===== src/rtl/dmem_arbiter.sv =====
// Data-memory port arbiter: the MIPS core owns dmem by default. NREQ DMA masters
// win it through HOLD/HOLD_ACK with round-robin priority, a burst cap and a guaranteed CPU gap.
module dmem_arbiter #(
    parameter int NREQ      = 2,
    parameter int MAX_BURST = 16,
    parameter int CPU_SLOT  = 2
) (
    input  logic                 clk,
    input  logic                 rst,
    input  logic                 cpu_we,
    input  logic [31:0]          cpu_addr,
    input  logic [31:0]          cpu_wd,
    input  logic [NREQ-1:0]      dma_hold,
    input  logic [NREQ-1:0]      dma_we,
    input  logic [32*NREQ-1:0]   dma_addr,
    input  logic [32*NREQ-1:0]   dma_wd,
    output logic [NREQ-1:0]      hold_ack,
    output logic                 cpu_stall,
    output logic                 dmem_we,
    output logic [31:0]          dmem_addr,
    output logic [31:0]          dmem_wd,
    output logic [1:0]           grant_id
);

    localparam int BW = $clog2(MAX_BURST + 1);
    localparam int GW = $clog2(CPU_SLOT + 1);

    typedef enum logic [1:0] {
        ST_IDLE  = 2'd0,
        ST_GRANT = 2'd1,
        ST_GAP   = 2'd2
    } state_t;

    state_t            r_state;
    logic [NREQ-1:0]   r_hold_ack;
    logic [1:0]        r_grant_id;
    logic [1:0]        r_rr_ptr;
    logic [BW-1:0]     r_burst_cnt;
    logic [GW-1:0]     r_gap_cnt;

    state_t            w_state_nxt;
    logic [NREQ-1:0]   w_hold_ack_nxt;
    logic [1:0]        w_grant_id_nxt;
    logic [1:0]        w_rr_ptr_nxt;
    logic [BW-1:0]     w_burst_cnt_nxt;
    logic [GW-1:0]     w_gap_cnt_nxt;

    logic              w_found_hi;
    logic              w_found_lo;
    logic [1:0]        w_win_hi;
    logic [1:0]        w_win_lo;
    logic              w_found;
    logic [1:0]        w_winner;
    logic              w_grant_live;
    logic [1:0]        w_rr_after;

    logic              w_dma_we;
    logic [31:0]       w_dma_addr;
    logic [31:0]       w_dma_wd;

    // Round-robin winner: lowest requester at/after rr_ptr, else lowest below it (wrap).
    always_comb begin
        w_found_hi = 1'b0;
        w_found_lo = 1'b0;
        w_win_hi   = 2'd0;
        w_win_lo   = 2'd0;
        for (int j = NREQ - 1; j >= 0; j--) begin
            w_win_hi   = (dma_hold[j] && (j >= int'(r_rr_ptr))) ? 2'(j) : w_win_hi;
            w_found_hi = w_found_hi | (dma_hold[j] && (j >= int'(r_rr_ptr)));
            w_win_lo   = (dma_hold[j] && (j < int'(r_rr_ptr))) ? 2'(j) : w_win_lo;
            w_found_lo = w_found_lo | (dma_hold[j] && (j < int'(r_rr_ptr)));
        end
        w_found  = w_found_hi | w_found_lo;
        w_winner = w_found_hi ? w_win_hi : w_win_lo;
    end

    assign w_grant_live = |(r_hold_ack & dma_hold);
    assign w_rr_after   = (r_grant_id >= 2'(NREQ - 1)) ? 2'd0 : (r_grant_id + 2'd1);

    // Next-state logic for the IDLE/GRANT/GAP arbitration sequence.
    always_comb begin
        w_state_nxt     = r_state;
        w_hold_ack_nxt  = r_hold_ack;
        w_grant_id_nxt  = r_grant_id;
        w_rr_ptr_nxt    = r_rr_ptr;
        w_burst_cnt_nxt = r_burst_cnt;
        w_gap_cnt_nxt   = r_gap_cnt;
        case (r_state)
            ST_IDLE: begin
                if (w_found) begin
                    w_state_nxt     = ST_GRANT;
                    w_grant_id_nxt  = w_winner;
                    w_burst_cnt_nxt = BW'(1);
                    for (int j = 0; j < NREQ; j++) begin
                        w_hold_ack_nxt[j] = (2'(j) == w_winner);
                    end
                end else begin
                    w_hold_ack_nxt = '0;
                end
            end
            ST_GRANT: begin
                if (w_grant_live && (r_burst_cnt < BW'(MAX_BURST))) begin
                    w_burst_cnt_nxt = r_burst_cnt + BW'(1);
                end else begin
                    // Voluntary drop and burst-limit preemption take the same exit.
                    w_state_nxt    = ST_GAP;
                    w_hold_ack_nxt = '0;
                    w_rr_ptr_nxt   = w_rr_after;
                    w_gap_cnt_nxt  = GW'(CPU_SLOT);
                end
            end
            ST_GAP: begin
                w_hold_ack_nxt = '0;
                if (r_gap_cnt <= GW'(1)) begin
                    w_gap_cnt_nxt = GW'(0);
                    w_state_nxt   = ST_IDLE;
                end else begin
                    w_gap_cnt_nxt = r_gap_cnt - GW'(1);
                end
            end
            default: begin
                w_state_nxt    = ST_IDLE;
                w_hold_ack_nxt = '0;
            end
        endcase
    end

    // Arbiter state registers with synchronous reset.
    always_ff @(posedge clk) begin
        if (rst) begin
            r_state     <= ST_IDLE;
            r_hold_ack  <= '0;
            r_grant_id  <= 2'd0;
            r_rr_ptr    <= 2'd0;
            r_burst_cnt <= '0;
            r_gap_cnt   <= '0;
        end else begin
            r_state     <= w_state_nxt;
            r_hold_ack  <= w_hold_ack_nxt;
            r_grant_id  <= w_grant_id_nxt;
            r_rr_ptr    <= w_rr_ptr_nxt;
            r_burst_cnt <= w_burst_cnt_nxt;
            r_gap_cnt   <= w_gap_cnt_nxt;
        end
    end

    // One-hot AND-OR select of the acknowledged master; non-granted strobes are masked out.
    always_comb begin
        w_dma_we   = 1'b0;
        w_dma_addr = 32'd0;
        w_dma_wd   = 32'd0;
        for (int j = 0; j < NREQ; j++) begin
            w_dma_we   = w_dma_we | (r_hold_ack[j] & dma_we[j]);
            w_dma_addr = w_dma_addr | ({32{r_hold_ack[j]}} & dma_addr[32*j +: 32]);
            w_dma_wd   = w_dma_wd | ({32{r_hold_ack[j]}} & dma_wd[32*j +: 32]);
        end
    end

    assign hold_ack  = r_hold_ack;
    assign grant_id  = r_grant_id;
    assign cpu_stall = |r_hold_ack;
    assign dmem_we   = cpu_stall ? w_dma_we   : cpu_we;
    assign dmem_addr = cpu_stall ? w_dma_addr : cpu_addr;
    assign dmem_wd   = cpu_stall ? w_dma_wd   : cpu_wd;

endmodule

===== config.mk =====
export PLATFORM = sky130hd
export DESIGN_NAME = dmem_arbiter
export DESIGN_NICKNAME = d
export VERILOG_FILES = /design/src/rtl/dmem_arbiter.sv
export SDC_FILE = /design/constraint.sdc
export NUM_CORES = 1
export LEC_CHECK = 0
export ABC_AREA = 1
export BUFFER_PORTS_ARGS = -buffer_cell sky130_fd_sc_hd__buf_2
export CAP_MARGIN = 20
export CORE_AREA = 2 2 105 107
export DETAILED_ROUTE_END_ITERATION = 16
export DIE_AREA = 0 0 107 109
export SKIP_CTS_REPAIR_TIMING = 1
export SYNTH_ARGS = -nofsm -noshare
export SYNTH_HDL_FRONTEND = slang
export SYNTH_SLANG_ARGS = --single-unit

===== constraint.sdc =====
create_clock -name clk -period 1.19 [get_ports clk]
set_clock_uncertainty 0.15 [all_clocks]
set_input_delay 0.1785 -clock clk [delete_from_list [all_inputs] [get_ports clk]]
set_output_delay 0.1785 -clock clk [all_outputs]
set_load 0.01 [all_outputs]

# Yosys cells after proc, flatten, opt, wreduce, memory -nomap -nowiden
# Index checks and enable logic that the tools add are counted.
# word_totals
register_bits	15
memories	0
output_inout_bits	70
latch_bits	0
rom_bits	0
ram_bits	0
# classes
n_mux	21
n_eq_ne	7
n_reduce_logical	16
n_lt_le_gt_ge	7
addsub	3
bitwise	14
div	0
mul	0
n_shift	0
# op_table
operator	n
$and A32 B32 Y32	4
$mux W32	2
$or A32 B32 Y32	2
$mux W2	7
$mux W5	2
$pmux W5 S2	1
$ne A2 B2 Y1 const B	4
$pmux W2 S2	2
$mux W1	6
$pmux W2 S3	1
$reduce_and A2 Y1	3
$reduce_and A3 Y1	2
$add A5 B1 Y5 const B	1
$logic_and A1 B1 Y1	5
$lt A5 B5 Y1 const B	1
$ge A1 B2 Y1 const A	2
$logic_not A2 Y1	2
$lt A1 B2 Y1 const A	2
$or A1 B1 Y1	4
$reduce_bool A2 Y1	2
$reduce_or A2 Y1	2
$add A2 B1 Y2 const B	1
$and A1 B1 Y1	2
$and A2 B2 Y2	1
7 further kinds	7

# Longest topological paths before layout
# logic_depth
depth_word	8
mapped_depth	7

# Worst setup path before layout
# OpenSTA, ideal clock, no wires.
# synth_path
path_type	reg2out
start	reg r_hold_ack[1] (netlist: hold_ack[1])
end	out dmem_addr[0]
required_ns	0.862
path_slack_ns	-0.198
arrival_ns	1.059
path_stages_with_launch	6
path_cell_list	dfxtp_1 nor2_1 buf_2 buf_4 a22oi_1 nand2_1
# synth_via
elab_chain_len	3
word_cells_on_any_way	4
cone_classes	1 x mux; 2 x bitwise; 1 x reduce/logical
# synth_rtl
element	line_no	text
start: declaration	35	logic [NREQ-1:0] r_hold_ack;
start signal: assignment	139	r_hold_ack <= w_hold_ack_nxt;
$and A32 B32 Y32	154	w_dma_addr = w_dma_addr | ({32{r_hold_ack[j]}} & dma_addr[32*j +: 32]);
$or A32 B32 Y32	154	
$mux W32 *	163	assign dmem_addr = cpu_stall ? w_dma_addr : cpu_addr;
end: declaration	20	output logic [31:0] dmem_addr,
# Every way passes the cells marked *; elsewhere a longest branch is shown, timed or not.

# Worst setup path after layout
# Ends and elaborated chain as after synthesis.

==> reports/qor.yml <==
required_ns: 0.86
finalWirelength_um: 11060
setup_viol: 80
synth_fp_nets: 512
io_pins: 269
vias: 3209
design.core.area_um2: 10600
grt_usage_pct: 14.98
slowest_delay_ns: 0.36
start_util_pct: 16.44
cts_tree: "yes"
grt_pass1_wl_um: 13990
grt_max_degree: 32
antenna_left: 0
synthCells: 312
synth-xor-area-share_pct: 0
htreeDepth: 1
rows: 38
whs_ns: 0.06408
first_global_vias: 2726
timing.final.ws_setup_ns: -0.5137
synth_top_cells_by_count: "nand2_1, a22oi_1, nor2_1, buf_2, dfxtp_1"
fin_crit_ns: 1.704
violations: "setup timing"
yosys-top-cells-area: "nand2_1, a22oi_1, dfxtp_1"
port_buffers: 267
post-route-period-util_pct: 143.2
dp_hpwl_um: 8202
syn_area_um2: 1743
yosysSeqAreaShare_pct: 14.93
outcome: "complete, but fails checks"
min-delay-path-class: "input pin to register"
p_leak_uw: 0.002212
clock_latency_ns: 0.24
area_growth_pct: 134.6
clk_pin_slew_ns: 0.05
gp_congestion: 0.8815
synth_edf_count: 0
synth_fa_ha_area_share_pct: 0.7179
die_area_um2: 11660
synth_mux_area_share_pct: 0
synth.most_common_cell: "nand2_1"
cts_sinks: 13
fmax_mhz: 586.9
rsz0062_at_grt: "yes"
slowest_stage: "dfxtp_4"
drc: 0
max-cap-violations: 0
wl_per_cell_um: 15.06
synth_compound_area_share_pct: 32.09
critPathArrivalTime_ns: 1.38
vias_per_cell: 4.372
synth-seq-cells: 13
drt-initial-drc-count: 263
crit_family: "buffers and inverters"
finalMaxSlewViolations: 0
ys_types: 22
synth_top_area_cell: "nand2_1"
setup-tns-final_ns: -32.97
crit_path_max_fanout: 8
cts_buffers: 3
ir_drop_v: 0.0005292
startpoint_type: "register"
p_total_uw: 3043
antenna_found_initial: 2
nets: 794
drive_gt1_share_pct: 64.42
clockBufferDepth: 2
firstDrtPassIters: 4
crit_buf_inv: 3
synth.avg_cell_area_um2: 5.586
root_buffer: "clkbuf_8"
yosys.area_share.simple_pct: 42.07
power.density_nw_per_um2: 744.3
ys_warn_count: 0
die_h_um: 109
final_util_pct: 38.57
synth_async_sr_flop_share_pct: 0
n_fill_cell: 1151
crit_type: "register to primary output"
finalHoldViolCount: 0
synth_top_family_by_area: "simple AND/OR/NAND/NOR gates"
synth_ff_type: "dfxtp_1"
synth_top_area_share_pct: 33.17
die_x_um: 107
overflow: 0
end_kind: "primary output"
worstPathCellList: "nor2_4 > buf_6 > clkbuf_16 > a22oi_2 > nand2_1 > buf_2"
[flip-flops by register name (all words and copies together), names as in the netlist]
signal / flops
r_burst_cnt: 5
r_gap_cnt: 2
hold_ack: 2
r_rr_ptr: 1
grant_id: 1
r_state: 2
[stage by stage]
stage / worst slack [ns] / cell area, µm² / cells
final: -0.5137 / 4089 / 734
after global routing: -0.5878 / 4086 / 733
after CTS: -0.5977 / 3503 / 718
after detailed placement: -0.3257 / 3458 / 714
after global placement: -0.3100 / 3458 / 714
after floorplan: -0.04904 / 1923 / 312
[cell families after synthesis]
group,count (synthesis)
DFF,13
AOI/OAI and AO/OA,78
buffers and inverters,37
other,1
and+or+nand+nor,182
adders and majority gates,1
[cell type report]
| type | instances | area [µm²] | share of cell area [%] |
|---|---|---|---|
| well taps | 140 | 175.2 | 4.284 |
| flip-flops and latches | 13 | 267.8 | 6.548 |
| inverters | 14 | 52.55 | 1.285 |
| diodes | 1 | 2.502 | 0.06120 |
| clock buffers | 4 | 45.04 | 1.102 |
| multi-input cells | 262 | 1650 | 40.36 |
| repair buffers | 300 | 1896 | 46.36 |
[layer usage]
metal	wire, µm	track usage [%]
met1	4823	21.17
met2	5284	24.80
met3	855	2.271
met4	83	1.855
met5	10	0
[worst reg2reg max path: cells and delay by family (launching register included)]
family / cells / cell delay, ns
AND/OR/NAND/NOR: 6 / 0.50
buffers and inverters: 3 / 0.32
flip-flops: 1 / 0.38
[placed cells by master, fill, tap and decap left out, drive strengths merged]
master	n
nor3b	1
o21ai	4
clkbuf	10
buf	294
nor2	15
nand3b	1
ha	1
a22oi	65
a21oi	8
conb	1
a21boi	1
nand2	155
diode	1
inv	14
dfxtp	13
nand3	8
nand4	2
[where the power goes]
part           total [µW]  leakage, µW  internal, µW  switching (µW)
registers             510     0.000108           476            33.8
clock network         383    0.0000228           236             147
logic                2150      0.00208          1070            1080
total                3040      0.00221          1780            1260
[path summary, 6_finish.rpt]
kind	to	cells after the start	slack, ns	from
max reg2reg	r_burst_cnt[1]	9	-0.26	hold_ack[1]
min reg2reg	r_gap_cnt[0]	1	0.31	r_gap_cnt[0]
max	dmem_addr[0]	6	-0.51	hold_ack[1]
min	r_burst_cnt[2]	2	0.06	rst
Note: power is estimated with default switching activity, not from simulation.
